==> src/rtl/wcc_ctrl_pkg.sv <==
// Shared types and encodings for the WCC per-PE phase sequencer.
package wcc_ctrl_pkg;

    typedef enum logic [2:0] {
        S_IDLE,
        S_LOAD,
        S_FETCH,
        S_STREAM,
        S_DRAIN,
        S_STORE,
        S_NEXT,
        S_DONE
    } state_t;

    typedef enum logic {
        PH_SCATTER = 1'b0,
        PH_GATHER  = 1'b1
    } phase_t;

    localparam logic [1:0] CTRL_IDLE    = 2'd0;
    localparam logic [1:0] CTRL_SCATTER = 2'd1;
    localparam logic [1:0] CTRL_GATHER  = 2'd2;

endpackage

==> src/rtl/wcc_phase_ctrl_if.sv <==
// Memory/DMA-side handshake bundle of the phase sequencer.
interface wcc_phase_ctrl_if #(
    parameter int CNT_W = 32
);
    logic             load_req;
    logic             load_done;
    logic             cnt_req;
    logic             cnt_ack;
    logic [CNT_W-1:0] cnt_len;
    logic             stream_valid;
    logic             store_req;
    logic             store_done;
    logic             par_active;

    modport master (
        output load_req, cnt_req, store_req,
        input  load_done, cnt_ack, cnt_len, stream_valid, store_done, par_active
    );

    modport slave (
        input  load_req, cnt_req, store_req,
        output load_done, cnt_ack, cnt_len, stream_valid, store_done, par_active
    );
endinterface

==> src/rtl/wcc_active_tracker.sv <==
// Active/next partition bitmaps. next collects changes seen during gather;
// commit promotes it to active for the following iteration's scatter.
module wcc_active_tracker #(
    parameter int NUM_PAR  = 16,
    parameter int PAR_ID_W = 4
) (
    input  logic                clk,
    input  logic                rst,
    input  logic                init,
    input  logic                set,
    input  logic [PAR_ID_W-1:0] set_idx,
    input  logic                commit,
    input  logic [PAR_ID_W-1:0] qry_idx,
    output logic                act,
    output logic                any_next
);
    logic [NUM_PAR-1:0] active_q, active_d;
    logic [NUM_PAR-1:0] next_q, next_d;

    // Bitmap update: init wins, otherwise set and commit never coincide.
    always_comb begin
        active_d = active_q;
        next_d   = next_q;
        if (init) begin
            active_d = '1;
            next_d   = '0;
        end else begin
            if (set) next_d[set_idx] = 1'b1;
            if (commit) begin
                active_d = next_q;
                next_d   = '0;
            end
        end
    end

    // Bitmap registers.
    always_ff @(posedge clk or posedge rst) begin
        if (rst) begin
            active_q <= '1;
            next_q   <= '0;
        end else begin
            active_q <= active_d;
            next_q   <= next_d;
        end
    end

    // During commit the lookup bypasses to the bitmap about to become active.
    assign act      = commit ? next_q[qry_idx] : active_q[qry_idx];
    assign any_next = |next_q;

endmodule

==> src/rtl/wcc_phase_ctrl.sv <==
// Per-PE scatter/gather sequencer: walks partitions through load, length
// fetch, stream, drain and (gather) store, iterating until no partition
// changes or the iteration cap is reached.
module wcc_phase_ctrl
    import wcc_ctrl_pkg::*;
#(
    parameter int NUM_PAR   = 16,
    parameter int PAR_ID_W  = 4,
    parameter int CNT_W     = 32,
    parameter int DRAIN_CYC = 4,
    parameter int ITER_W    = 16
) (
    input  logic                clk,
    input  logic                rst,
    input  logic                start,
    input  logic [ITER_W-1:0]   max_iter,
    wcc_phase_ctrl_if.master    mem,
    output logic [1:0]          control,
    output logic [PAR_ID_W-1:0] cur_par,
    output logic [ITER_W-1:0]   iter,
    output logic                busy,
    output logic                done,
    output logic                converged,
    output logic                proto_err
);
    localparam int DRN_W = (DRAIN_CYC > 1) ? $clog2(DRAIN_CYC) : 1;

    state_t              state_q, state_d;
    phase_t              phase_q, phase_d;
    logic [PAR_ID_W-1:0] par_q, par_d;
    logic [ITER_W-1:0]   iter_q, iter_d, max_q, max_d;
    logic [CNT_W-1:0]    cnt_q, cnt_d, len_q, len_d;
    logic [DRN_W-1:0]    drain_q, drain_d;
    logic                done_q, done_d, conv_q, conv_d, perr_q, perr_d;
    logic                busy_q, busy_d;
    logic                load_req_q, load_req_d, cnt_req_q, cnt_req_d;
    logic                store_req_q, store_req_d;
    logic [1:0]          control_q, control_d;

    logic                trk_init, trk_set, trk_commit, trk_act, trk_any;
    logic [PAR_ID_W-1:0] trk_idx, nxt_par;
    logic [ITER_W-1:0]   iter_inc;
    logic                last_par;

    assign nxt_par  = par_q + PAR_ID_W'(1);
    assign last_par = (par_q == PAR_ID_W'(NUM_PAR - 1));
    assign iter_inc = iter_q + ITER_W'(1);
    // Partition the NEXT state would move to; 0 when wrapping phase/iteration.
    assign trk_idx  = last_par ? '0 : nxt_par;

    wcc_active_tracker #(
        .NUM_PAR  (NUM_PAR),
        .PAR_ID_W (PAR_ID_W)
    ) u_trk (
        .clk      (clk),
        .rst      (rst),
        .init     (trk_init),
        .set      (trk_set),
        .set_idx  (par_q),
        .commit   (trk_commit),
        .qry_idx  (trk_idx),
        .act      (trk_act),
        .any_next (trk_any)
    );

    // Next-state and datapath; request/control outputs are derived from the
    // next state so they are registered and rise on state entry.
    always_comb begin
        state_d    = state_q;
        phase_d    = phase_q;
        par_d      = par_q;
        iter_d     = iter_q;
        max_d      = max_q;
        cnt_d      = cnt_q;
        len_d      = len_q;
        drain_d    = drain_q;
        done_d     = done_q;
        conv_d     = conv_q;
        perr_d     = perr_q | (mem.stream_valid && state_q != S_STREAM);
        trk_init   = 1'b0;
        trk_commit = 1'b0;
        trk_set    = mem.par_active && phase_q == PH_GATHER &&
                     (state_q == S_STREAM || state_q == S_DRAIN);
        case (state_q)
            S_IDLE, S_DONE: begin
                if (start) begin
                    state_d  = S_LOAD;
                    phase_d  = PH_SCATTER;
                    par_d    = '0;
                    iter_d   = '0;
                    max_d    = max_iter;
                    perr_d   = 1'b0;
                    done_d   = 1'b0;
                    conv_d   = 1'b0;
                    trk_init = 1'b1;
                end
            end
            S_LOAD: if (mem.load_done) state_d = S_FETCH;
            S_FETCH: begin
                if (mem.cnt_ack) begin
                    len_d   = mem.cnt_len;
                    cnt_d   = '0;
                    state_d = (mem.cnt_len == '0) ? S_NEXT : S_STREAM;
                end
            end
            S_STREAM: begin
                if (mem.stream_valid) begin
                    cnt_d = cnt_q + CNT_W'(1);
                    if (cnt_q == len_q - CNT_W'(1)) begin
                        state_d = S_DRAIN;
                        drain_d = '0;
                    end
                end
            end
            S_DRAIN: begin
                drain_d = drain_q + DRN_W'(1);
                if (drain_q == DRN_W'(DRAIN_CYC - 1))
                    state_d = (phase_q == PH_GATHER) ? S_STORE : S_NEXT;
            end
            S_STORE: if (mem.store_done) state_d = S_NEXT;
            S_NEXT: begin
                if (!last_par) begin
                    par_d   = nxt_par;
                    // Inactive scatter partitions are passed over one per cycle.
                    state_d = (phase_q == PH_SCATTER && !trk_act) ? S_NEXT : S_LOAD;
                end else if (phase_q == PH_SCATTER) begin
                    phase_d = PH_GATHER;
                    par_d   = '0;
                    state_d = S_LOAD;
                end else begin
                    iter_d     = iter_inc;
                    trk_commit = 1'b1;
                    if (!trk_any) begin
                        state_d = S_DONE;
                        done_d  = 1'b1;
                        conv_d  = 1'b1;
                    end else if (max_q != '0 && iter_inc == max_q) begin
                        state_d = S_DONE;
                        done_d  = 1'b1;
                        conv_d  = 1'b0;
                    end else begin
                        phase_d = PH_SCATTER;
                        par_d   = '0;
                        state_d = trk_act ? S_LOAD : S_NEXT;
                    end
                end
            end
            default: state_d = S_IDLE;
        endcase

        load_req_d  = (state_d == S_LOAD);
        cnt_req_d   = (state_d == S_FETCH);
        store_req_d = (state_d == S_STORE);
        busy_d      = !(state_d == S_IDLE || state_d == S_DONE);
        control_d   = CTRL_IDLE;
        if (state_d == S_STREAM || state_d == S_DRAIN)
            control_d = (phase_d == PH_GATHER) ? CTRL_GATHER : CTRL_SCATTER;
    end

    // Sequencer state and registered outputs.
    always_ff @(posedge clk or posedge rst) begin
        if (rst) begin
            state_q     <= S_IDLE;
            phase_q     <= PH_SCATTER;
            par_q       <= '0;
            iter_q      <= '0;
            max_q       <= '0;
            cnt_q       <= '0;
            len_q       <= '0;
            drain_q     <= '0;
            done_q      <= 1'b0;
            conv_q      <= 1'b0;
            perr_q      <= 1'b0;
            busy_q      <= 1'b0;
            load_req_q  <= 1'b0;
            cnt_req_q   <= 1'b0;
            store_req_q <= 1'b0;
            control_q   <= CTRL_IDLE;
        end else begin
            state_q     <= state_d;
            phase_q     <= phase_d;
            par_q       <= par_d;
            iter_q      <= iter_d;
            max_q       <= max_d;
            cnt_q       <= cnt_d;
            len_q       <= len_d;
            drain_q     <= drain_d;
            done_q      <= done_d;
            conv_q      <= conv_d;
            perr_q      <= perr_d;
            busy_q      <= busy_d;
            load_req_q  <= load_req_d;
            cnt_req_q   <= cnt_req_d;
            store_req_q <= store_req_d;
            control_q   <= control_d;
        end
    end

    assign mem.load_req  = load_req_q;
    assign mem.cnt_req   = cnt_req_q;
    assign mem.store_req = store_req_q;
    assign control       = control_q;
    assign cur_par       = par_q;
    assign iter          = iter_q;
    assign busy          = busy_q;
    assign done          = done_q;
    assign converged     = conv_q;
    assign proto_err     = perr_q;

endmodule

==> src/flat_wrapper.sv <==
// flat-port wrapper written by rule: the top's interface ports become plain ports
module wcc_phase_ctrl_flat import wcc_ctrl_pkg::*;
#(
    parameter int NUM_PAR   = 16,
    parameter int PAR_ID_W  = 4,
    parameter int CNT_W     = 32,
    parameter int DRAIN_CYC = 4,
    parameter int ITER_W    = 16
)
  (clk, rst, start, max_iter, control, cur_par, iter, busy, done, converged, proto_err, mem_load_req, mem_cnt_req, mem_store_req, mem_load_done, mem_cnt_ack, mem_cnt_len, mem_stream_valid, mem_store_done, mem_par_active);
  wcc_phase_ctrl_if #(.CNT_W(CNT_W)) mem_i ();
  input  logic clk;
  input  logic rst;
  input  logic start;
  input  logic [ITER_W-1:0] max_iter;
  output logic [1:0] control;
  output logic [PAR_ID_W-1:0] cur_par;
  output logic [ITER_W-1:0] iter;
  output logic busy;
  output logic done;
  output logic converged;
  output logic proto_err;
  output wire logic [$bits(mem_i.load_req)-1:0] mem_load_req;
  output wire logic [$bits(mem_i.cnt_req)-1:0] mem_cnt_req;
  output wire logic [$bits(mem_i.store_req)-1:0] mem_store_req;
  input wire logic [$bits(mem_i.load_done)-1:0] mem_load_done;
  input wire logic [$bits(mem_i.cnt_ack)-1:0] mem_cnt_ack;
  input wire logic [$bits(mem_i.cnt_len)-1:0] mem_cnt_len;
  input wire logic [$bits(mem_i.stream_valid)-1:0] mem_stream_valid;
  input wire logic [$bits(mem_i.store_done)-1:0] mem_store_done;
  input wire logic [$bits(mem_i.par_active)-1:0] mem_par_active;
  assign mem_load_req = mem_i.load_req;
  assign mem_cnt_req = mem_i.cnt_req;
  assign mem_store_req = mem_i.store_req;
  assign mem_i.load_done = mem_load_done;
  assign mem_i.cnt_ack = mem_cnt_ack;
  assign mem_i.cnt_len = mem_cnt_len;
  assign mem_i.stream_valid = mem_stream_valid;
  assign mem_i.store_done = mem_store_done;
  assign mem_i.par_active = mem_par_active;
  wcc_phase_ctrl #(.NUM_PAR(NUM_PAR), .PAR_ID_W(PAR_ID_W), .CNT_W(CNT_W), .DRAIN_CYC(DRAIN_CYC), .ITER_W(ITER_W)) u_core (.clk(clk), .rst(rst), .start(start), .max_iter(max_iter), .mem(mem_i), .control(control), .cur_par(cur_par), .iter(iter), .busy(busy), .done(done), .converged(converged), .proto_err(proto_err));
endmodule
==> config.mk <==
export PLATFORM = sky130hd
export DESIGN_NAME = wcc_phase_ctrl_flat
export DESIGN_NICKNAME = d
export VERILOG_FILES = /design/src/rtl/wcc_ctrl_pkg.sv /design/src/rtl/wcc_phase_ctrl_if.sv /design/src/rtl/wcc_active_tracker.sv /design/src/rtl/wcc_phase_ctrl.sv /design/src/flat_wrapper.sv
export SDC_FILE = /design/constraint.sdc
export NUM_CORES = 1
export LEC_CHECK = 0
export ABC_AREA = 1
export CORE_ASPECT_RATIO = 2
export CORE_MARGIN = 2
export CORE_UTILIZATION = 53
export CTS_CLUSTER_DIAMETER = 150
export CTS_CLUSTER_SIZE = 12
export DETAILED_ROUTE_END_ITERATION = 7
export PLACE_DENSITY_LB_ADDON = 0.05
export SLEW_MARGIN = 20
export SYNTH_ARGS = -nofsm -noshare
export SYNTH_HDL_FRONTEND = slang
export SYNTH_SLANG_ARGS = --single-unit
==> constraint.sdc <==
create_clock -name clk -period 4.95 [get_ports clk]
set_clock_uncertainty 0.2 [all_clocks]
set_input_delay 1.2375 -clock clk [delete_from_list [all_inputs] [get_ports clk]]
set_output_delay 1.2375 -clock clk [all_outputs]
set_load 0.05 [all_outputs]
* Yosys cells after proc, flatten, opt, wreduce, memory -nomap -nowiden
Index checks and enable logic that the tools add are counted.
** Cells by class
- $add $sub $neg :: 5
- Multipliers :: 0
- Div/mod/pow operators :: 0
- Magnitude comparators :: 3
- Eq/ne operators :: 27
- Shift-type cells :: 0
- Mux-type cells :: 71
- Bitwise logic cells :: 3
- Reductions and logical operators :: 29
** Operator list (number)
- 16-bit 2-to-1 mux :: 8
- 32-bit 2-to-1 mux :: 2
- 32-bit one-hot mux with 2 select lines :: 1
- 3-bit 2-to-1 mux :: 14
- 32-bit by 1-bit adder with 32-bit output, second input constant :: 1
- 32-bit equality test :: 1
- 32-bit zero test :: 1
- 16-bit one-hot mux with 2 select lines :: 1
- 32-bit by 1-bit subtractor with 32-bit output, second input constant :: 1
- 1-bit 2-to-1 mux :: 25
- 4-bit 2-to-1 mux :: 6
- 3-bit equality test, second input constant :: 7
- 3-bit one-hot mux with 7 select lines :: 1
- 16-bit by 1-bit adder with 16-bit output, second input constant :: 1
- 16-bit equality test :: 1
- 16-bit bitwise OR :: 1
- 16-bit nonzero test :: 1
- 16-bit OR reduction :: 1
- 3-bit by 2-bit equality test with 1-bit output, second input constant :: 4
- 4-bit by 5-bit < comparator with 1-bit output, second input constant :: 2
- 2-bit 2-to-1 mux :: 5
- 1-bit binary-select mux with 4-bit select :: 2
- 2-bit inequality test, second input constant :: 4
- 4-bit inequality test, second input constant :: 2
- other kinds (26) :: 45
** Storage, ports and cells
- Register bits after elaboration :: 147
- Latch bits :: 0
- Memory bits (writable) :: 0
- Bits in read-only memories :: 0
- Input port bits :: 56
- Output and inout bits :: 29
- Memories kept :: 0

* Longest topological paths before layout
Gate-level depths: netlist (run 1).
- Depth in word-level cells :: 14
- Gate-level depth with buffers :: 21

* Hierarchy
A second synthesis (run 1) with hierarchy kept.
** Unflattened totals
- Cells, all modules :: 1307
- Area, all modules :: 9210.1 µm²
** By module, submodules not included
- wcc_phase_ctrl :: times used 1, cells an instance 1085, area each 7438.4 µm², sequential area each 2877.8 µm²
- wcc_active_tracker :: times used 1, cells an instance 222, area each 1771.7 µm², sequential area each 820.8 µm²

* Least setup slack after synthesis (run 1)
No wires, ideal clock.
- Path type :: register to register
- Start point :: reg u_core.par_q[1] (netlist: u_core.cur_par[1])
- End point :: reg u_core.control_q[0] (netlist: u_core.control[0])
- Library setup time :: 0.129 ns
- Arrival time :: 2.589 ns
- Required time :: 4.621 ns
- Slack :: 2.032 ns
- Cell stages (with the launch flop) :: 21
- Cell sequence :: dfrtp_1 ha_1 clkbuf_2 nand3_2 nand2_2 buf_2 nand2_1 o211ai_1 nand3_1 nand3_1 nand3_1 nand2_1 nand2_1 inv_1 nand2_1 nand2_2 nor2_1 a21oi_2 nand2_1 nand2_1 nor2_1
** On the way
- Word-level cells in the longest chain between the ends :: 14
- Elaborated cells on any way between the ends :: 26
** RTL lines
- from (decl) :: RTL line wcc_phase_ctrl.sv:30 : logic [PAR_ID_W-1:0] par_q, par_d;
- from (signal assigned) :: RTL line wcc_phase_ctrl.sv:182 : par_q <= par_d;
- 4-bit by 1-bit adder with 4-bit output / 4-bit equality test (equally long branches) :: RTL line wcc_phase_ctrl.sv:45, wcc_phase_ctrl.sv:46
- 4-bit 2-to-1 mux :: RTL line wcc_phase_ctrl.sv:49 : assign trk_idx = last_par ? '0 : nxt_par;
- 1-bit binary-select mux with 4-bit select :: RTL line wcc_active_tracker.sv:48 : assign act = commit ? next_q[qry_idx] : active_q[qry_idx];
- 1-bit 2-to-1 mux (not written as such) :: RTL line wcc_active_tracker.sv:48
- 1-bit 2-to-1 mux :: RTL line wcc_active_tracker.sv:48
- 3-bit 2-to-1 mux :: RTL line wcc_phase_ctrl.sv:144 : state_d = trk_act ? S_LOAD : S_NEXT;
- 3-bit 2-to-1 mux :: RTL line wcc_phase_ctrl.sv:137 : end else if (max_q != '0 && iter_inc == max_q) begin
- 3-bit 2-to-1 mux :: RTL line wcc_phase_ctrl.sv:133 : if (!trk_any) begin
- 3-bit 2-to-1 mux :: RTL line wcc_phase_ctrl.sv:126 : end else if (phase_q == PH_SCATTER) begin
- 3-bit 2-to-1 mux (*) :: RTL line wcc_phase_ctrl.sv:122 : if (!last_par) begin
- 3-bit one-hot mux with 7 select lines (*) :: RTL line wcc_phase_ctrl.sv:84 : case (state_q)
- named net u_core.state_d[2] :: RTL line wcc_phase_ctrl.sv:28 : state_t state_q, state_d;
- 3-bit by 2-bit equality test with 1-bit output / 3-bit equality test (equally long branches) :: RTL line wcc_phase_ctrl.sv:156 : if (state_d == S_STREAM || state_d == S_DRAIN)
- 1-bit logical OR (*) :: RTL line wcc_phase_ctrl.sv:156
- 2-bit 2-to-1 mux (*) :: RTL line wcc_phase_ctrl.sv:156
- named net u_core.control_d[0] :: RTL line wcc_phase_ctrl.sv:38 : logic [1:0] control_q, control_d;
- to (signal assigned) :: RTL line wcc_phase_ctrl.sv:195 : control_q <= control_d;
- to (decl) :: RTL line wcc_phase_ctrl.sv:38
Mark *: on every way through the listed nets, which the timed path passes. The rest lies on a longest branch. The select of a mux whose other input is x is not followed.
A chain may end at the register's enable or synchronous reset.

* Final worst setup path (run 1)
- Start point :: in mem_cnt_ack
- End point :: reg u_core.cnt_q[28]
** On the way
- Word-level cells in the longest chain between the ends :: 2
** RTL lines
- from (decl) :: RTL line flat_wrapper.sv:27 : input wire logic [$bits(mem_i.cnt_ack)-1:0] mem_cnt_ack;
- 2-bit inequality test (no line)
- 3-bit AND reduction (no line)
- to (signal assigned) :: RTL line wcc_phase_ctrl.sv:185 : cnt_q <= cnt_d;
- to (decl) :: RTL line wcc_phase_ctrl.sv:32 : logic [CNT_W-1:0] cnt_q, cnt_d, len_q, len_d;
No other way between the ends.

==> results.py, run 1 <==
metrics = {
    "timing": {
        "min_period_ns": 3.52,
        "drv_slew": 0,
        "worstMarginPinSlew_ns": 0.584,
        "rsz0062_at_grt": "no",
        "final.setup.worst_slack_ns": 1.43,
        "post-route-period-util_pct": 71.0,
        "setup_viol": 0,
        "finalSetupTns_ns": 0,
        "hold_viol_final": 0,
        "worst_slew_margin_rel_pct": 61.0,
        "fmax_ghz": 0.284,
    },
    "power_and_ir_drop": {
        "total_leakage_power_nw": 5.31,
        "finalPower_w": 0.00292,
        "p_per_area_nw_per_um2": 275,
        "irDropWorstVdd_uv": 219,
    },
    "logic_synthesis": {
        "ys_ff_latch": 147,
        "async_flop_share_pct": 100,
        "netlist.area_leader.share_pct": 36.8,
        "synth.distinct_cells": 47,
        "syn_area_um2": 8920,
        "ys_top_cells_by_area": "dfrtp_1 (37%), nand2_1 (14%), inv_1 (7.5%)",
        "synth-edff-count": 0,
        "synth_nets": 1331,
        "postSynthAreaPerCell_um2": 7.04,
        "ys_warn_count": 0,
        "syn-instance-count": 1267,
        "synth_ff_type": "dfrtp_1",
        "synth_seq_area_share_pct": 41.5,
        "synth_top_area_cell": "dfrtp_1",
    },
    "clocking": {
        "cts.path.max_buffers": 2,
        "cts_sinks": 147,
        "post_cts_resized": 0,
        "htreeDepth": 4,
        "cts_made_buffers": 17,
        "path_clk_slew_ns": 0.06,
        "ctsHoldBuffers": 0,
        "cts_tree": "done",
        "cts_setup_buffers": 0,
        "cts-root-buf": "clkbuf_16",
        "worst_skew_pair.late_latency_ns": 0.45,
    },
    "grt": {
        "antenna_found_initial": 0,
        "grt_max_degree": 85,
        "grt_pass1_wl_mm": 39.1,
        "first_global_vias": 8177,
        "grt_use_total_pct": 27.6,
        "grt_overflow_total": 0,
    },
    "floorplan": {
        "io_pins": 85,
        "fp-row-count": 67,
        "die-height_um": 187,
        "core_um2": 16600,
        "initial_core_util_pct": 53.7,
        "die_area_um2": 17900,
        "die_x_um": 95.7,
    },
    "drt": {
        "wl_per_cell_um": 15.1,
        "first_pass_iters": 7,
        "drc_errors": 1,
        "antenna_left": 0,
        "num_vias": 8571,
        "avgViaCountPerCell": 5.46,
        "drt_iter0_drc": 499,
        "routed_wl_mm": 23.7,
    },
    "finish": {
        "area_growth_pct": 18.9,
        "fin_nets": 1413,
        "layout_commonest_cell": "nand2_1",
        "drive_gt1_share_pct": 6.68,
        "diodes": 0,
        "layoutNonFillerInstCount": 1569,
        "final_cell_mix": "nand2_1 (341), inv_1 (178), nor2_1 (138)",
    },
    "worst_setup_path": {
        "required_ns": 5.08,
        "crit_family": "simple AND/OR/NAND/NOR gates",
        "crit_fanout": 46,
        "arrival_ns": 3.64,
        "crit_slowest_cell": "clkdlybuf4s50_1",
        "crit_path_end_kind": "flip-flop",
        "cpPeakStageDelay_ns": 0.50,
        "criticalPathCategory": "in -> reg",
        "critical_path_buf_inv_count": 3,
        "cp_common_cell": "nand2_1",
        "crit_path_cell_trace": "clkdlybuf4s50_1 > nand2_4 > nand2_4 > nand2_1 > inv_2 > nand2_1 > nor2_1 > nand2_1 > nor2_1 > inv_1 > nor2_2 > nand4_1 > nor3_1 > nand2_1 > nand2_1 > nor2_1",
        "start_kind": "primary input",
    },
    "placed_design": {
        "dp_hpwl_mm": 17.3,
        "portBuffers": 84,
        "place_ws_ns": 1.08,
        "gp_congestion": 0.955,
        "place_inst": 1537,
    },
    "min_path": {
        "hold_path.class": "reg -> reg",
    },
    "status": {
        "outcome": "finished with violations",
        "failed_checks": "DRC",
    },
    "run": {
        "maxCapViolCount": 0,
    },
}
-- worst paths after layout --
kind | startpoint | to | slack, ns | cells past startpoint
worst max-delay path | mem_cnt_ack | u_core.cnt_q[28] | 1.43 | 16
worst min-delay path | u_core.u_trk.next_q[8] | u_core.u_trk.active_q[8] | 0.30 | 2
worst max register to register | u_core.cur_par[1] | u_core.control[1] | 1.44 | 17
worst min register to register | u_core.u_trk.next_q[8] | u_core.u_trk.active_q[8] | 0.30 | 2
max in group asynchronous | rst | u_core.cnt_q[18] | 2.66 | 3
min in group asynchronous | rst | u_core.u_trk.next_q[5] | 0.98 | 2
-- routing by layer --
| layer | GRT usage (%) | wire length, µm | up-vias |
|---|---|---|---|
| li1 | - | - | 4249 |
| met1 | 39.7 | 10700 | 3974 |
| met2 | 42.2 | 11200 | 307 |
| met3 | 4.27 | 1400 | 41 |
| met4 | 9.51 | 481 | 0 |
| met5 | 0 | 0 | - |
-- worst register-to-register path, stage by stage (launching register included) --
cell and delay (ns):
dfrtp_1 0.45, ha_1 0.37, nand3_2 0.25, nor2_1 0.14, inv_1 0.12, nor2_8 0.39
inv_1 0.40, nand3_1 0.19, nand2_1 0.09, nand2_1 0.10, inv_1 0.06, nand2_1 0.07
nand2_2 0.07, nor3_2 0.23, nand2_1 0.10, nand2_1 0.07, nand2_1 0.07, nor2_1 0.09
-- cell usage after synthesis (all sizes together) (9+ instances only) --
master	n
nand2	351
inv	183
clkbuf	19
nand4	27
xor2	28
nor2	154
nand3	100
nor3	17
xnor2	9
dfrtp	131
nor4	12
a21oi	62
o21ai	104
dfstp	16
-- logic make-up after synthesis --
group                      synth area share [%]
and+or+nand+nor                            33.4
adders and majority gates                  1.12
DFF                                        41.5
AOI/OAI and AO/OA                          11.4
buffers and inverters                      9.02
xor gates and xnor gates                   3.63
-- cell type report --
type	instances	area [µm²]
Inverter	185	698
Clock inverter	11	178
Sequential cell	147	3700
Fill cell	1503	5990
Clock buffer	21	450
Timing Repair Buffer	90	898
Multi-Input combinational cell	908	4420
Tap cell	207	259
-- through the flow --
stage	hold WS, ns	cell area [µm²]	util, %
after floorplan	0.266	8920	-
after global placement	0.281	9980	60.1
after detailed placement	0.282	9980	60.1
after CTS	0.294	10600	63.9
after global routing	0.301	10600	63.9
final	0.299	10600	63.9
-- power by group --
| group | total [W] | switching, W | internal (W) |
|---|---|---|---|
| registers | 0.00130 | 0.0000499 | 0.00125 |
| clock network | 0.00139 | 0.000534 | 0.000861 |
| logic | 0.000223 | 0.000125 | 0.0000984 |
-- flip-flops by register name, indices dropped and copies added, names as in the netlist, 2 cells and up --
name and count:
u_core.cnt_q 32, u_core.control 2, u_core.cur_par 4, u_core.drain_q 2, u_core.iter 16, u_core.len_q 32
u_core.max_q 16, u_core.state_q 3, u_core.u_trk.active_q 16, u_core.u_trk.next_q 16
Power figures use the tool's default switching activity.
==> run 2: changes to the inputs <==
--- a/config.mk
+++ b/config.mk
@@ -8,7 +8,7 @@
 export ABC_AREA = 1
 export CORE_ASPECT_RATIO = 2
 export CORE_MARGIN = 2
-export CORE_UTILIZATION = 53
+export CORE_UTILIZATION = 58
 export CTS_CLUSTER_DIAMETER = 150
 export CTS_CLUSTER_SIZE = 12
 export DETAILED_ROUTE_END_ITERATION = 7
==> constraint.sdc (replaced) <==
create_clock -name clk -period 3.5 [get_ports clk]
set_clock_uncertainty 0.2 [all_clocks]
set_input_delay 0.875 -clock clk [delete_from_list [all_inputs] [get_ports clk]]
set_output_delay 0.875 -clock clk [all_outputs]
set_load 0.05 [all_outputs]
==> run 2 against run 1 <==
Against the previous run: the run still ends with DRC left; critical path depth grew 2; cell area unchanged; register-to-register slack got worse by 1.1 ns; sequential share of layout area is the same; sequential power increased by 41%; combinational power grew 41%; largest cell class unchanged.
==> results.py, run 2 (synthesis gave the netlist of run 1 again) <==
metrics = {
    "placed_design": {
        "place_ws_ns": 0.242,
        "place_inst": 1534,
        "portBuffers": 84,
        "dp_hpwl_mm": 17.0,
        "gp_congestion": 0.989,
    },
    "clocking": {
        "post_cts_resized": 0,
        "cts_setup_buffers": 0,
        "cts.path.max_buffers": 2,
        "cts_made_buffers": 17,
        "cts-root-buf": "clkbuf_16",
        "cts_sinks": 147,
        "cts_tree": "done",
        "worst_skew_pair.late_latency_ns": 0.43,
        "path_clk_slew_ns": 0.06,
        "ctsHoldBuffers": 0,
        "htreeDepth": 4,
    },
    "finish": {
        "reg_top3": "u_core.cnt_q x32, u_core.len_q x32",
        "final_core_util_pct": 70.1,
        "area_growth_pct": 18.9,
        "layoutNonFillerInstCount": 1566,
        "diodes": 0,
        "layout_commonest_cell": "nand2_1",
        "fin_nets": 1419,
        "final_cell_mix": "nand2_1 (341), inv_1 (178), nor2_1 (138)",
        "drive_gt1_share_pct": 7.24,
    },
    "floorplan": {
        "initial_core_util_pct": 58.9,
        "io_pins": 85,
        "die-height_um": 179,
        "die_area_um2": 16400,
        "die_x_um": 91.7,
        "core_um2": 15100,
        "fp-row-count": 64,
    },
    "worst_setup_path": {
        "cpPeakStageDelay_ns": 0.46,
        "crit_family": "simple AND/OR/NAND/NOR gates",
        "crit_fanout": 9,
        "crit_path_cell_trace": "inv_1 > ha_1 > clkinv_1 > a21oi_1 > o21ai_0 > nand3_1 > nand3_1 > nand2_1 > nand2_1 > nand2_1 > inv_1 > nand2_1 > nand2_2 > nor3_2 > nand2_1 > nand2_1 > nand2_1 > nor2_1",
        "start_kind": "flip-flop",
        "arrival_ns": 3.32,
        "critical_path_buf_inv_count": 3,
        "crit_slowest_cell": "ha_1",
        "required_ns": 3.67,
        "cp_common_cell": "nand2_1",
        "crit_path_end_kind": "flip-flop",
        "criticalPathCategory": "reg -> reg",
    },
    "drt": {
        "routed_wl_mm": 23.2,
        "avgViaCountPerCell": 5.50,
        "drt_iter0_drc": 602,
        "num_vias": 8616,
        "wl_per_cell_um": 14.8,
        "drc_errors": 2,
        "antenna_left": 0,
        "first_pass_iters": 8,
    },
    "timing": {
        "setup_viol": 0,
        "min_period_ns": 3.15,
        "final.setup.worst_slack_ns": 0.348,
        "fmax_ghz": 0.317,
        "finalSetupTns_ns": 0,
        "worstMarginPinSlew_ns": 0.633,
        "hold_viol_final": 0,
        "post-route-period-util_pct": 90.1,
        "worst_slew_margin_rel_pct": 57.4,
        "drv_slew": 0,
        "rsz0062_at_grt": "no",
    },
    "grt": {
        "grt_pass1_wl_mm": 38.2,
        "grt_overflow_total": 0,
        "grt_max_degree": 64,
        "grtUsageMet1_pct": 40.3,
        "busiest_layer": "met2",
        "first_global_vias": 7988,
        "grt.met2_usage_pct": 47.5,
        "grt_use_total_pct": 29.1,
        "antenna_found_initial": 0,
        "met3_usage_pct": 4.39,
    },
    "status": {
        "failed_checks": "DRC",
        "outcome": "finished with violations",
    },
    "power_and_ir_drop": {
        "finalPower_w": 0.00399,
        "total_leakage_power_nw": 5.33,
        "irDropWorstVdd_uv": 378,
        "p_per_area_nw_per_um2": 377,
    },
    "run": {
        "maxCapViolCount": 0,
    },
    "min_path": {
        "hold_path.class": "reg -> reg",
    },
}
## run 2: cell types whose count changed in the layout (fill, tap and decap cells not counted), sizes merged
cell      before  now
buf            6   12
clkinv         4    8
bufinv         4    2
clkbuf        21   20
clkinvlp       4    3
## run 2: report_power, final
part / switching, W / internal, W
Sequential: 0.0000708 / 0.00176
Clock: 0.000757 / 0.00109
Combinational: 0.000173 / 0.000141
## run 2: per-stage QoR
stage	hold WS, ns	cell area, µm²
6_report	0.304	10600
5_1_grt	0.328	10600
4_1_cts	0.304	10600
3_5_place_dp	0.286	10000
3_3_place_gp	0.283	10000
2_1_floorplan	0.266	8920
## run 2: layer usage
metal  vias up  wire, µm  share of wire [%]
li1       4253         -                  -
met1      3987     10400                 45
met2       342     11100                 48
met3        34      1330                5.7
met4         0       373                1.6
met5         -         0                  0
## run 2: final timing paths
| check | start | end | slack (ns) | cells past startpoint |
|---|---|---|---|---|
| max reg2reg | u_core.cur_par[0] | u_core.control[0] | 0.35 | 18 |
| max in group asynchronous | rst | u_core.u_trk.active_q[5] | 1.78 | 3 |
| max | u_core.cur_par[0] | u_core.control[0] | 0.35 | 18 |
| min | u_core.u_trk.active_q[3] | u_core.u_trk.active_q[3] | 0.30 | 2 |
| min reg2reg | u_core.u_trk.active_q[3] | u_core.u_trk.active_q[3] | 0.30 | 2 |
| min in group asynchronous | rst | u_core.u_trk.next_q[4] | 0.59 | 2 |
## run 2: cell type report
class                   count  area (µm²)
fillers                  1244        4530
multi-input cells         908        4420
flip-flops and latches    147        3700
repair buffers             96         956
inverters                 185         698
clock buffers              20         457
well taps                 198         248
clock inverters            12         130
## run 2: worst register-to-register path: stages, from the launching register on
cell,delay [ns]
dfrtp_1,0.43
inv_1,0.18
ha_1,0.46
clkinv_1,0.36
a21oi_1,0.22
o21ai_0,0.12
nand3_1,0.09
nand3_1,0.07
nand2_1,0.06
nand2_1,0.07
nand2_1,0.09
inv_1,0.06
nand2_1,0.07
nand2_2,0.08
nor3_2,0.23
nand2_1,0.11
nand2_1,0.06
nand2_1,0.07
nor2_1,0.08
==> run 3: changes to the inputs <==
--- a/config.mk
+++ b/config.mk
@@ -8,7 +8,7 @@
 export ABC_AREA = 1
 export CORE_ASPECT_RATIO = 2
 export CORE_MARGIN = 2
-export CORE_UTILIZATION = 58
+export CORE_UTILIZATION = 35
 export CTS_CLUSTER_DIAMETER = 150
 export CTS_CLUSTER_SIZE = 12
 export DETAILED_ROUTE_END_ITERATION = 7
==> run 3 against run 2 <==
Against the previous run: the flow now finishes without violations; die area up 63%; clock power up 3%; first-iteration DRC count down 41%; worst hold slack worse by 0.0043 ns; register-to-register slack better by 0.04 ns; fmax up 1.3%; critical path depth unchanged; via count down 2.2%; sequential share of layout area down 1.0 points; combinational power up 4%; critical endpoint is now u_core.control[1].
==> results.py, run 3 (synthesis gave the netlist of run 1 again) <==
metrics = {
    "drt": {
        "num_vias": 8426,
        "avgViaCountPerCell": 4.90,
        "routed_wl_mm": 27.9,
        "wl_per_cell_um": 16.3,
        "drt_iter0_drc": 353,
        "antenna_left": 0,
        "drc_errors": 0,
        "first_pass_iters": 5,
    },
    "clocking": {
        "post_cts_resized": 0,
        "ctsHoldBuffers": 0,
        "htreeDepth": 4,
        "cts-root-buf": "clkbuf_16",
        "cts_sinks": 147,
        "path_clk_slew_ns": 0.06,
        "worst_skew_pair.late_latency_ns": 0.45,
        "cts_tree": "done",
        "cts_setup_buffers": 0,
        "cts_made_buffers": 17,
        "cts.path.max_buffers": 2,
    },
    "timing": {
        "rsz0062_at_grt": "no",
        "fmax_ghz": 0.321,
        "finalSetupTns_ns": 0,
        "drv_slew": 0,
        "min_period_ns": 3.11,
        "hold_viol_final": 0,
        "post-route-period-util_pct": 88.9,
        "worstMarginPinSlew_ns": 0.537,
        "setup_viol": 0,
        "worst_slew_margin_rel_pct": 63.8,
        "final.setup.worst_slack_ns": 0.387,
    },
    "worst_setup_path": {
        "crit_fanout": 9,
        "arrival_ns": 3.30,
        "cpPeakStageDelay_ns": 0.39,
        "r2r_cells": 18,
        "start_kind": "flip-flop",
        "crit_cells": 18,
        "criticalPathCategory": "reg -> reg",
        "cp_common_cell": "nand2_1",
        "critical_path_buf_inv_count": 2,
        "required_ns": 3.69,
        "crit_path_end_kind": "flip-flop",
        "crit_path_cell_trace": "inv_1 > ha_1 > nand2_1 > nor2_4 > nand2_2 > inv_1 > nand3_1 > a21oi_1 > nand3_1 > nor2_1 > nand3_1 > a21oi_1 > nand2_1 > nand2_1 > nand2_1 > nand2_1 > nand2_1 > nor2_1",
        "crit_slowest_cell": "dfrtp_1",
        "crit_family": "simple AND/OR/NAND/NOR gates",
    },
    "finish": {
        "final_cell_mix": "nand2_1 (341), inv_1 (178), nor2_1 (138)",
        "fin_nets": 1433,
        "reg_top3": "u_core.cnt_q x32, u_core.len_q x32",
        "diodes": 0,
        "area_growth_pct": 22.5,
        "drive_gt1_share_pct": 8.03,
        "layout_commonest_cell": "nand2_1",
        "final_cell_area_um2": 10900,
    },
    "placed_design": {
        "portBuffers": 84,
        "postPlaceCellArea_um2": 10300,
        "place_ws_ns": 0.186,
        "gp_congestion": 0.875,
        "dp_hpwl_mm": 21.8,
    },
    "floorplan": {
        "die-height_um": 230,
        "io_pins": 85,
        "initial_core_util_pct": 35.6,
        "die_x_um": 117,
        "core_um2": 25000,
        "fp-row-count": 82,
        "die_area_um2": 26900,
    },
    "min_path": {
        "hold_path.class": "reg -> reg",
        "hold_depth": 2,
    },
    "run": {
        "maxCapViolCount": 0,
    },
    "power_and_ir_drop": {
        "p_per_area_nw_per_um2": 372,
        "irDropWorstVdd_uv": 314,
        "total_leakage_power_nw": 5.41,
    },
    "grt": {
        "grt_use_total_pct": 21.8,
        "grt_overflow_total": 0,
        "first_global_vias": 8722,
        "antenna_found_initial": 0,
        "grt_max_degree": 52,
        "grt_pass1_wl_mm": 44.4,
    },
    "status": {
        "outcome": "finished clean",
    },
}
run 3: routing by layer:
| layer | global-route usage (%) | vias to the layer above | wire (µm) |
|---|---|---|---|
| li1 | - | 4284 | - |
| met1 | 21.1 | 3974 | 9960 |
| met2 | 42.1 | 111 | 16000 |
| met3 | 3.24 | 57 | 565 |
| met4 | 12.1 | 0 | 1370 |
| met5 | 0 | - | 0 |
run 3: area by class of cell:
type / instances / area [µm²]
tap: 336 / 420
clock inverter: 10 / 131
timing repair buffer: 110 / 1090
clock buffer: 22 / 464
multi-input combinational: 908 / 4420
fill: 2707 / 14100
sequential: 147 / 3700
inverter: 185 / 698
run 3: path summary, 6_finish.rpt:
path / from / endpoint / slack [ns]
min reg2reg: u_core.u_trk.next_q[6] / u_core.u_trk.active_q[6] / 0.30
max reg2reg: u_core.len_q[0] / u_core.control[1] / 0.39
max in group asynchronous: rst / u_core.u_trk.active_q[11] / 1.77
min: u_core.u_trk.next_q[6] / u_core.u_trk.active_q[6] / 0.30
max: u_core.len_q[0] / u_core.control[1] / 0.39
min in group asynchronous: rst / u_core.len_q[21] / 0.62
run 3: worst reg2reg max path, cell delays in order, from the launching register on:
cell and delay [ns]:
dfrtp_1 0.39, inv_1 0.08, ha_1 0.18, nand2_1 0.15, nor2_4 0.30, nand2_2 0.13
inv_1 0.18, nand3_1 0.11, a21oi_1 0.29, nand3_1 0.12, nor2_1 0.17, nand3_1 0.14
a21oi_1 0.16, nand2_1 0.08, nand2_1 0.09, nand2_1 0.07, nand2_1 0.06, nand2_1 0.07
nor2_1 0.09
run 3: stage by stage:
stage / std cells / util, % / total power, W / hold slack (ns)
detailed placement: 1686 / 41.2 / 0.00220 / 0.284
global placement: 1686 / 41.2 / 0.00220 / 0.279
finish: 1718 / 43.6 / 0.00406 / 0.300
floorplan: 1267 / - / 0.00204 / 0.266
CTS: 1718 / 43.6 / 0.00413 / 0.301
global route: 1718 / 43.6 / 0.00424 / 0.328
run 3: power by group:
part           leakage (nW)  switching (W)  internal, W
sequential             1.63      0.0000715      0.00176
clock                 0.294       0.000748      0.00115
combinational          3.49       0.000185     0.000143
total                  5.41        0.00100      0.00306
==> RTL edit 1, RTL diff (flow settings as in run 1) <==
Register the output `proto_err` once more, without a reset; this adds one clock of latency there. The other outputs are not delayed to match.
--- a/src/rtl/wcc_phase_ctrl.sv
+++ b/src/rtl/wcc_phase_ctrl.sv
@@ -206,5 +206,7 @@
     assign done          = done_q;
     assign converged     = conv_q;
-    assign proto_err     = perr_q;
+    always_ff @(posedge clk) begin
+        proto_err <= perr_q;
+    end
 
 endmodule
Formal check against the unedited RTL: not equivalent (a bounded check fails within 4 cycles, from zero or initial values and one cycle with rst high).
==> RTL edit 1 against run 1 <==
  * Total power decreased by 6.2%
  * Critical path depth fell by 7
  * Highest routed layer unchanged
  * Wire length shrank 0.88%
  * Global-route usage rose by 0.19 points
  * Final area shrank 0.67%
  * Synthesized area rose by 0.22%
  * Die area up 0.22%
  * Setup slack lost 0.046 ns
  * Sequential cell count increased by 1
==> RTL edit 1: results (changes against run 1) <==
status complete, no violations (was complete, but fails checks); Initial DRT Pass Iterations 5 (was 7); worst vdd ir 217 µV (was 219 µV); GRT Resource Usage Total 0.278 (was 0.276); sequential area share after synthesis 0.416 (was 0.415); bufs w/o clock 89 (was 90); Clock Latency Late Sink 0.43 ns (was 0.45 ns); top cells by area, synth dfrtp_1 37%, nand2_1 14%, inv_1 7.5% (unchanged); Min Hold Slack 0.181 ns (was 0.299 ns); Synth cell types 48 (was 47); Max Fanout on Critical Path 31 (was 46); worst rel slew slack 0.444 (was 0.610); CP Launch Type flip-flop (was primary input); crit path DAT 3.70 ns (was 3.64 ns); async set-or-reset flop fraction in the synthesized netlist 0.993 (was 1.00); Lkg Pwr 5.27 nW (was 5.31 nW); met1 Use GR 0.400 (was 0.397); fin crit share 0.719 (was 0.710); grt met3 use 0.0442 (was 0.0427); DR vias 8445 (was 8571); vias in the first global route 8106 (was 8177); Hold Startpoint u_core.perr_q (was u_core.u_trk.next_q[8]); met1 wire length 10700 µm (about the same); grt met2 use 0.421 (was 0.422); share of layout cells above drive strength 1 0.0653 (was 0.0668); Syn Nets 1332 (was 1331)
==> RTL edit 1: cell types whose count changed after synthesis, sizes merged <==
cell,delta
dfxtp,+1
==> RTL edit 1: metrics by stage <==
step           cell area (µm²)  instances
6_report                 10500       1569
3_5_place_dp              9990       1537
5_1_grt                  10500       1569
4_1_cts                  10500       1569
3_3_place_gp              9990       1537
2_1_floorplan             8940       1268
==> RTL edit 1: final timing paths <==
path | depth (start not counted) | end
setup / recovery | 9 | u_core.u_trk.active_q[12]
hold / removal | 0 | u_core.proto_err
max in group asynchronous | 3 | u_core.cnt_q[25]
min in group asynchronous | 2 | u_core.u_trk.next_q[2]
setup reg to reg | 9 | u_core.u_trk.active_q[12]
hold reg to reg | 0 | u_core.proto_err
==> RTL edit 1: power by group through the flow <==
stage	Sequential [W]	Clock (W)	Combinational (W)
final	0.00131	0.00121	0.000221
after global routing	0.00131	0.00128	0.000256
after floorplan	0.00131	0	0.000136
after CTS	0.00130	0.00122	0.000223
after global placement	0.00132	0	0.000218
after detailed placement	0.00132	0	0.000223
==> RTL edit 1: worst max-delay path: stages, from the launching register on <==
cell and delay, ns:
dfrtp_1 0.45, ha_1 0.37, nand3_2 0.24, nor2_1 0.14, inv_1 0.11, nor2_8 0.37
inv_1 0.38, nand2_1 0.65, buf_4 0.42, o21ai_0 0.14
==> RTL edit 1: kinds of logic (layout without fill, tap and decap cells) <==
logic type                 Yosys count  after routing  share of synthesized area
and+or+nand+nor                    673            673                      0.333
buffers and inverters              212            306                     0.0900
AOI/OAI and AO/OA                  190            190                      0.114
DFF                                148            148                      0.416
xor gates and xnor gates            37             37                     0.0363
adders and majority gates            8              8                     0.0112
==> RTL edit 2, RTL diff (config.mk and constraints of run 1) <==
Without the edit above. `CNT_W` is set to 32 in 3 places; all go to 64.
--- a/src/rtl/wcc_phase_ctrl_if.sv
+++ b/src/rtl/wcc_phase_ctrl_if.sv
@@ -1,5 +1,5 @@
 // Memory/DMA-side handshake bundle of the phase sequencer.
 interface wcc_phase_ctrl_if #(
-    parameter int CNT_W = 32
+    parameter int CNT_W = 64
 );
     logic             load_req;
--- a/src/rtl/wcc_phase_ctrl.sv
+++ b/src/rtl/wcc_phase_ctrl.sv
@@ -7,5 +7,5 @@
     parameter int NUM_PAR   = 16,
     parameter int PAR_ID_W  = 4,
-    parameter int CNT_W     = 32,
+    parameter int CNT_W     = 64,
     parameter int DRAIN_CYC = 4,
     parameter int ITER_W    = 16
--- a/src/flat_wrapper.sv
+++ b/src/flat_wrapper.sv
@@ -4,5 +4,5 @@
     parameter int NUM_PAR   = 16,
     parameter int PAR_ID_W  = 4,
-    parameter int CNT_W     = 32,
+    parameter int CNT_W     = 64,
     parameter int DRAIN_CYC = 4,
     parameter int ITER_W    = 16
Ports: changed (resized mem_cnt_len); port bits go from 85 to 117. The function was not compared with the original's and may differ.
==> RTL edit 2 against run 1 <==
  * Final area rose by 51%
  * Cell count rose by 66%
  * Die area rose by 54%
  * Wire length rose by 86%
  * Total power rose to 2.6 times the old value
  * Synthesized area rose by 56%
  * Setup slack got worse by 0.15 ns
  * Sequential cell count rose by 64
==> RTL edit 2: results (changes against run 1) <==
Adder-Cell Fraction of Synth Area 0.00718 (was 0.0112); top cells by area, synth dfrtp_1 35%, nand2_1 19%, nor2_1 7.9% (was dfrtp_1 37%, nand2_1 14%, inv_1 7.5%); Routed WL 44200 µm (was 23700 µm); Synth Area in Compound Gates 0.105 (was 0.114); Clock power frac 0.190 (was 0.478); met1 wire length 19300 µm (was 10700 µm); first-pass GRT wire length 69600 µm (was 39100 µm); Post-Place Cell Area 15500 µm² (was 9980 µm²); Cells after Synth 2144 (was 1267); number of buffers created by CTS 21 (was 17); HPWL after DPL 34500 µm (was 17300 µm); Lkg Pwr 7.26 nW (was 5.31 nW); htree depth 1 (was 4); Slowest-stage cell, CP dfrtp_1 (was clkdlybuf4s50_1); share of layout cells above drive strength 1 0.0469 (was 0.0668); Initial DRT Pass Iterations 5 (was 7); DP Worst Slack 0.869 ns (was 1.08 ns); CTS Buffer Depth 3 (was 2); status complete, no violations (was complete, but fails checks); number of port buffers 116 (was 84); Non-Filler Instances 2605 (was 1569); pin count of the biggest net entering global routing 75 (was 85); worst vdd ir 339 µV (was 219 µV); grt met2 use 0.500 (was 0.422); 1st-iter DRT viols 1108 (was 499); Clock Latency Late Sink 0.53 ns (was 0.45 ns); Fillers 2643 (was 1503); metal2 WL 19800 µm (was 11200 µm); met3 WL 3370 µm (was 1400 µm); P_comb 0.00344 W (was 0.000223 W); Layout Nets 2349 (was 1413); vias in the first global route 13260 (was 8177); worst rel slew slack 0.489 (was 0.610); met1 Use GR 0.447 (was 0.397); commonest cells in the netlist 697 x nand2_1, 293 x nor2_1, 262 x inv_1, 195 x dfrtp_1, 159 x nand3_1 (was 341 x nand2_1, 179 x inv_1, 139 x nor2_1, 131 x dfrtp_1, 102 x o21ai_0); Final Wtd Congestion 1.02 (was 0.955)
RTL edit 2: worst paths after layout:
path,from,end,slack (ns),depth (start not counted)
max,u_core.len_q[0],u_core.control[0],1.29,21
min,u_core.u_trk.active_q[8],u_core.u_trk.active_q[8],0.30,2
max reg2reg,u_core.len_q[0],u_core.control[0],1.29,21
min reg2reg,u_core.u_trk.active_q[8],u_core.u_trk.active_q[8],0.30,2
max in group asynchronous,rst,u_core.u_trk.active_q[1],2.73,3
min in group asynchronous,rst,u_core.cnt_q[45],0.98,2
RTL edit 2: final cells by class:
cell class,count,area [µm²],area share
timing repair buffer,128,1280,0.0795
inverter,268,1010,0.0629
sequential,211,5300,0.330
multi-input combinational,1623,7470,0.465
clock inverter,2,16.3,0.00101
clock buffer,29,556,0.0346
tap,344,430,0.0268
